### src/rtl/epb_bus_ctrl_pkg.sv
// Shared types and constants for the EPB slave sequencer.
// The EPB_CTRL_TIMEOUT_EN build option is consumed by epb_bus_ctrl.
package epb_ctrl_pkg;

  localparam int EPB_DATA_W = 32;
  localparam int EPB_BE_W   = 4;

  localparam logic [EPB_DATA_W-1:0] ERR_RDATA_DEF = 32'hDEAD_DEAD;

  typedef enum logic [1:0] {
    IDLE = 2'd0,
    REQ  = 2'd1,
    DONE = 2'd2
  } epb_state_e;

endpackage

### src/rtl/epb_bus_ctrl_sync.sv
// Parameterised-width two-flop synchroniser; both stages reset to 1 so the
// idle-high EPB strobes never look asserted coming out of reset.
module epb_sync #(
  parameter int W = 1
) (
  input  logic         clk_i,
  input  logic         rst_n_i,
  input  logic [W-1:0] async_i,
  output logic [W-1:0] sync_o
);

  logic [W-1:0] meta_q;
  logic [W-1:0] sync_q;

  always_ff @(posedge clk_i or negedge rst_n_i) begin
    if (!rst_n_i) begin
      meta_q <= '1;
      sync_q <= '1;
    end else begin
      meta_q <= async_i;
      sync_q <= meta_q;
    end
  end

  assign sync_o = sync_q;

endmodule

### src/rtl/epb_bus_ctrl.sv
// EPB slave sequencer: one request/acknowledge on the register bus per EPB access.
// Define EPB_CTRL_TIMEOUT_EN to force completion (with err_o) after TIMEOUT_CYC cycles in REQ.
module epb_bus_ctrl
  import epb_ctrl_pkg::*;
#(
  parameter int                      ADDR_W      = 24,
  parameter int                      TIMEOUT_CYC = 1024,
  parameter logic [EPB_DATA_W-1:0]   ERR_RDATA   = ERR_RDATA_DEF
) (
  input  logic                  epb_clk_i,
  input  logic                  epb_rst_n_i,
  input  logic                  epb_cs_n_i,
  input  logic                  epb_oe_n_i,
  input  logic                  epb_we_n_i,
  input  logic [EPB_BE_W-1:0]   epb_be_n_i,
  input  logic [ADDR_W-1:0]     epb_addr_i,
  input  logic [EPB_DATA_W-1:0] epb_data_in_i,
  output logic [EPB_DATA_W-1:0] epb_data_out_o,
  output logic                  epb_data_oe_n_o,
  output logic                  epb_rdy_o,
  output logic                  bus_req_o,
  output logic                  bus_we_o,
  output logic [ADDR_W-1:0]     bus_addr_o,
  output logic [EPB_BE_W-1:0]   bus_be_o,
  output logic [EPB_DATA_W-1:0] bus_wdata_o,
  input  logic [EPB_DATA_W-1:0] bus_rdata_i,
  input  logic                  bus_ack_i,
  output logic                  err_o
);

  if (TIMEOUT_CYC < 2 || TIMEOUT_CYC > 65535) begin : g_bad_timeout
    $error("epb_bus_ctrl: TIMEOUT_CYC must lie in 2..65535");
  end

  epb_state_e state_q, state_d;

  logic cs_s, oe_s, we_s;
  logic cs_prev_q;
  logic cs_fall, tmo_hit, ack_ev, tmo_ev, capture;

  logic                  req_q, req_d, rdy_q, rdy_d, oe_n_q, oe_n_d, err_q, err_d;
  logic                  we_q, we_d;
  logic [ADDR_W-1:0]     addr_q, addr_d;
  logic [EPB_BE_W-1:0]   be_q, be_d;
  logic [EPB_DATA_W-1:0] wdata_q, wdata_d, dout_q, dout_d;

  epb_sync #(.W(3)) u_sync (
    .clk_i   (epb_clk_i),
    .rst_n_i (epb_rst_n_i),
    .async_i ({epb_cs_n_i, epb_oe_n_i, epb_we_n_i}),
    .sync_o  ({cs_s, oe_s, we_s})
  );

  assign cs_fall = cs_prev_q & ~cs_s;

`ifdef EPB_CTRL_TIMEOUT_EN
  logic [15:0] cnt_q;

  // Counter restarts from 0 on every entry into REQ.
  always_ff @(posedge epb_clk_i or negedge epb_rst_n_i) begin
    if (!epb_rst_n_i) cnt_q <= '0;
    else if (state_q == REQ) cnt_q <= cnt_q + 16'd1;
    else cnt_q <= '0;
  end

  assign tmo_hit = (state_q == REQ) && (cnt_q == 16'(TIMEOUT_CYC - 1));
`else
  assign tmo_hit = 1'b0;
`endif

  always_ff @(posedge epb_clk_i or negedge epb_rst_n_i) begin
    if (!epb_rst_n_i) begin
      state_q   <= IDLE;
      cs_prev_q <= 1'b1;
      req_q     <= 1'b0;
      rdy_q     <= 1'b0;
      oe_n_q    <= 1'b1;
      err_q     <= 1'b0;
      we_q      <= 1'b0;
      addr_q    <= '0;
      be_q      <= '0;
      wdata_q   <= '0;
      dout_q    <= '0;
    end else begin
      state_q   <= state_d;
      cs_prev_q <= cs_s;
      req_q     <= req_d;
      rdy_q     <= rdy_d;
      oe_n_q    <= oe_n_d;
      err_q     <= err_d;
      we_q      <= we_d;
      addr_q    <= addr_d;
      be_q      <= be_d;
      wdata_q   <= wdata_d;
      dout_q    <= dout_d;
    end
  end

  // Host abort (cs_s high) outranks a same-cycle ack or timeout.
  always_comb begin
    state_d = state_q;
    unique case (state_q)
      IDLE:    if (cs_fall) state_d = REQ;
      REQ:     if (cs_s) state_d = IDLE;
               else if (bus_ack_i || tmo_hit) state_d = DONE;
      DONE:    if (cs_s) state_d = IDLE;
      default: state_d = IDLE;
    endcase
  end

  always_comb begin
    capture = (state_q == IDLE) && cs_fall;
    ack_ev  = (state_q == REQ) && !cs_s && bus_ack_i;
    tmo_ev  = (state_q == REQ) && !cs_s && !bus_ack_i && tmo_hit;

    we_d    = we_q;
    addr_d  = addr_q;
    be_d    = be_q;
    wdata_d = wdata_q;
    dout_d  = dout_q;
    if (capture) begin
      we_d    = ~we_s;
      addr_d  = epb_addr_i;
      be_d    = ~epb_be_n_i;
      wdata_d = epb_data_in_i;
    end
    if (ack_ev && !we_q)      dout_d = bus_rdata_i;
    else if (tmo_ev && !we_q) dout_d = ERR_RDATA;

    req_d  = (state_d == REQ);
    rdy_d  = (state_d == DONE);
    // Drive the pads only while the host read strobe is low to avoid contention.
    oe_n_d = (state_d == DONE && !we_q) ? oe_s : 1'b1;
    err_d  = tmo_ev;
  end

  assign epb_data_out_o  = dout_q;
  assign epb_data_oe_n_o = oe_n_q;
  assign epb_rdy_o       = rdy_q;
  assign bus_req_o       = req_q;
  assign bus_we_o        = we_q;
  assign bus_addr_o      = addr_q;
  assign bus_be_o        = be_q;
  assign bus_wdata_o     = wdata_q;
`ifdef EPB_CTRL_TIMEOUT_EN
  assign err_o           = err_q;
`else
  assign err_o           = 1'b0;
  logic unused_err;
  assign unused_err      = err_q;
`endif

endmodule

### config.mk
export PLATFORM = sky130hd
export DESIGN_NAME = epb_bus_ctrl
export DESIGN_NICKNAME = d
export VERILOG_FILES = /design/src/rtl/epb_bus_ctrl_pkg.sv /design/src/rtl/epb_bus_ctrl_sync.sv /design/src/rtl/epb_bus_ctrl.sv
export SDC_FILE = /design/constraint.sdc
export NUM_CORES = 1
export LEC_CHECK = 0
export BUFFER_PORTS_ARGS = -buffer_cell sky130_fd_sc_hd__buf_2
export CAP_MARGIN = 20
export CORE_MARGIN = 3
export CORE_UTILIZATION = 49
export CTS_CLUSTER_DIAMETER = 50
export DETAILED_ROUTE_END_ITERATION = 16
export GPL_TIMING_DRIVEN = 0
export PLACE_DENSITY = 0.85
export SLEW_MARGIN = 40
export SYNTH_ARGS = -nofsm -noshare
export SYNTH_HDL_FRONTEND = slang
export SYNTH_SLANG_ARGS = --single-unit
### constraint.sdc
create_clock -name epb_clk_i -period 4.29 [get_ports epb_clk_i]
set_input_delay 0.2145 -clock epb_clk_i [delete_from_list [all_inputs] [get_ports epb_clk_i]]
set_output_delay 0.2145 -clock epb_clk_i [all_outputs]
set_load 0.01 [all_outputs]
==> run metrics <==
status=complete, no violations; hold path start=epb_be_n_i[0]; Seq. cell area=2640 um^2; DR WL/cell=15.0 um; Row Count=32; CP peak stage delay=530 ps; routability congestion estimate from global placement=0.667; share of the synthesized area in the top cell type=0.614; largest net degree at the start of global routing=59; Worst Path Required=4520 ps; most common cell after layout, fill and taps aside=buf_2; I/O pin total=195; dpl hpwl=6390 um; final instance area=5320 um^2; register area share after synthesis=0.667; cell accounting for the most synthesized area=dfrtp_1; die area=9190 um^2; CP endpoint kind=flop; r2r setup slk=2490 ps; setup violators final=0; # DRC=0; Vias=2578; number of global-route vias before repair=2726; unrepaired setup endpoints after global routing=false; CP Max Fanout=10; core area=7770 um^2; path type of the worst setup path=reg -> reg; routed vias/inst=4.74; cells on worst reg2reg path=3; Post-Syn Area=3960 um^2; share of post-route cells with drive strength above 1=0.710; Max Used Layer=met4; CP startpoint kind=flop; worst clock skew=14.7 ps; top cells by area, synth=dfrtp_1 (61%), mux2_2 (16%), mux2_4 (11%), dfstp_2 (5.3%), buf_6 (1.1%); dpl ws=2470 ps; met1 WL=3210 um; Crit Reg-Reg Endpoint=epb_data_out_o[6]$_DFFE_PN0P_; clk buf depth=2; first-pass GRT wire length=12600 um; Hold Crit Depth=2; final slew viol count=0; post-synthesis simple-gate area fraction=0.0202; Die Wd=95.8 um; Pleak=2.75 nW; cell at the root of the clock tree=clkbuf_8; postcts setup bufs=0; Final WS setup=2490 ps; Compound-Gate Fraction of Synth Area=0.00886; routed wl met3=669 um; initial antenna violation count=0; synthesis-to-layout area growth=34.6%; GRT Resource Usage Total=0.178; CP arrival=2030 ps; Yosys reg bits=105; Ant. Diodes=0; crit-path cells=nor4_2, buf_2, mux2_2; Skew-Pair Late Insertion Delay=350 ps; crit-path leading delay family=simple AND/OR/NAND/NOR gates; total iterations of the first detailed-routing run=4; slowest CP cell=nor4_2; Die Span Y=95.8 um; CTS H-tree lvls=3; fill count=570; initial core utilization=0.509; Detail Route Antenna Nets=0; # clock sinks=105; Netlist cell types=21; synthesized instance count=228; most frequent cells in the layout=buf_2 (197), dfrtp_1 (97), mux2_2 (56), mux2_4 (30), clkbuf_8 (10); Worst-path clk slew=90 ps; XOR/XNOR Fraction of Synth Area=0; Remaining Overflow, GRT=0; peak supply drop=263 uV; WP buf/inv=1; max cap viols=0; Endpoint, Worst Hold=bus_be_o[0]$_DFFE_PN0P_; Post-Route WL=8170 um; CTS tree=yes; Tmin final=1800 ps; crit share post-route=0.419; Post-DP Area=5090 um^2; Total Negative Setup Slacks=0 ps; final-report hold violation count=0; PD cells=510 nW/um^2; largest family of logic cells by synthesized area=multiplexers; Multi-input gate area=1230 um^2; Mean Syn Cell Area=17.3 um^2; routed length on met2=4200 um; worst slew pin tran=541 ps; portion of netlist area occupied by mux cells=0.282; 1st-iter DRT viols=35; fmax=556 MHz; IO Port Bufs=193; nets@finish=535; Syn Nets=326; adder-cell share of the synthesized area=0; worst reg2reg startpoint=state_q[1]$_DFF_PN0_; HP Class=in -> reg; Slew headroom=0.636; Num CTS Buffers=9; Yosys warning count=0
-- final cells by class --
class / instances / area share
Clock inverter: 4 / 0.00987
Timing Repair Buffer: 198 / 0.196
Multi-Input combinational cell: 111 / 0.231
Buffer: 11 / 0.0153
Sequential cell: 105 / 0.495
Inverter: 1 / 0.000705
Clock buffer: 12 / 0.0273
Tap cell: 102 / 0.0240
-- Yosys cell counts --
cell	n
clkbuf_1	1
nor3_1	2
mux2_4	30
dfrtp_1	97
nand2b_1	1
mux2_2	56
nand2_1	7
o21ai_0	5
nor4_2	1
buf_2	5
buf_6	4
dfstp_2	8
buf_4	1
or4b_4	1
conb_1	1
inv_1	1
a21oi_1	2
mux2_1	2
mux2i_1	1
nor2_1	1
nand3b_1	1
-- through the flow --
| stage | util | instances | hold WS, ps | power, mW |
|---|---|---|---|---|
| 6_report | 0.685 | 544 | 57.8 | 2.72 |
| 5_1_grt | 0.685 | 544 | 34.9 | 2.88 |
| 4_1_cts | 0.685 | 544 | 39.3 | 2.76 |
| 3_5_place_dp | 0.655 | 524 | 137 | 2.15 |
| 3_3_place_gp | 0.650 | 523 | 323 | 2.11 |
| 2_1_floorplan | - | 228 | -81.1 | 1.77 |
-- repair_timing --
item / 4_1_cts / 5_1_grt
setup endpoints to repair: 0 / 0
hold buffers: 4 / 0
resized for setup: 0 / 0
endpoints found under the hold margin: 49 / 0
-- worst reg2reg max path: stages (launching register included) --
cell and delay [ps]:
dfrtp_1 450, nor4_2 530, buf_2 350, mux2_2 360
-- kinds of logic after synthesis --
logic type / count (synthesis)
AOI/OAI and AO/OA: 7
buffers and inverters: 12
DFF: 105
muxes: 89
other: 1
and+or+nand+nor: 14
-- flip-flops by register name (all words and copies together) (netlist names) --
name,count
bus_we_o,1
epb_data_oe_n_o,1
u_sync.meta_q,3
epb_data_out_o,32
cs_prev_q,1
bus_be_o,4
state_q,2
u_sync.sync_o,3
bus_wdata_o,32
epb_rdy_o,1
bus_req_o,1
bus_addr_o,24
-- report_power, final --
group | internal, mW | switching [mW]
registers | 1.24 | 0.127
logic | 0.420 | 0.335
clock network | 0.287 | 0.311
-- worst max-delay path by stage --
stage	endpoint	slack [ps]	start	cells past startpoint
finish	epb_data_out_o[6]$_DFFE_PN0P_	2490	state_q[1]$_DFF_PN0_	3
CTS	epb_data_out_o[29]$_DFFE_PN0P_	2450	state_q[1]$_DFF_PN0_	3
global placement	epb_data_out_o[21]$_DFFE_PN0P_	1960	epb_rst_n_i	1
global route	epb_data_out_o[17]$_DFFE_PN0P_	2340	state_q[1]$_DFF_PN0_	3
floorplan	bus_addr_o[0]$_DFFE_PN0P_	2610	cs_prev_q$_DFF_PN1_	4
detailed placement	epb_data_out_o[30]$_DFFE_PN0P_	2470	state_q[1]$_DFF_PN0_	3
-- routing by layer --
layer,vias up,track usage
met2,109,0.308
met1,1257,0.211
met4,0,0.0592
met3,10,0.0524
li1,1202,-
met5,-,0
Power figures use the tool's default switching activity.
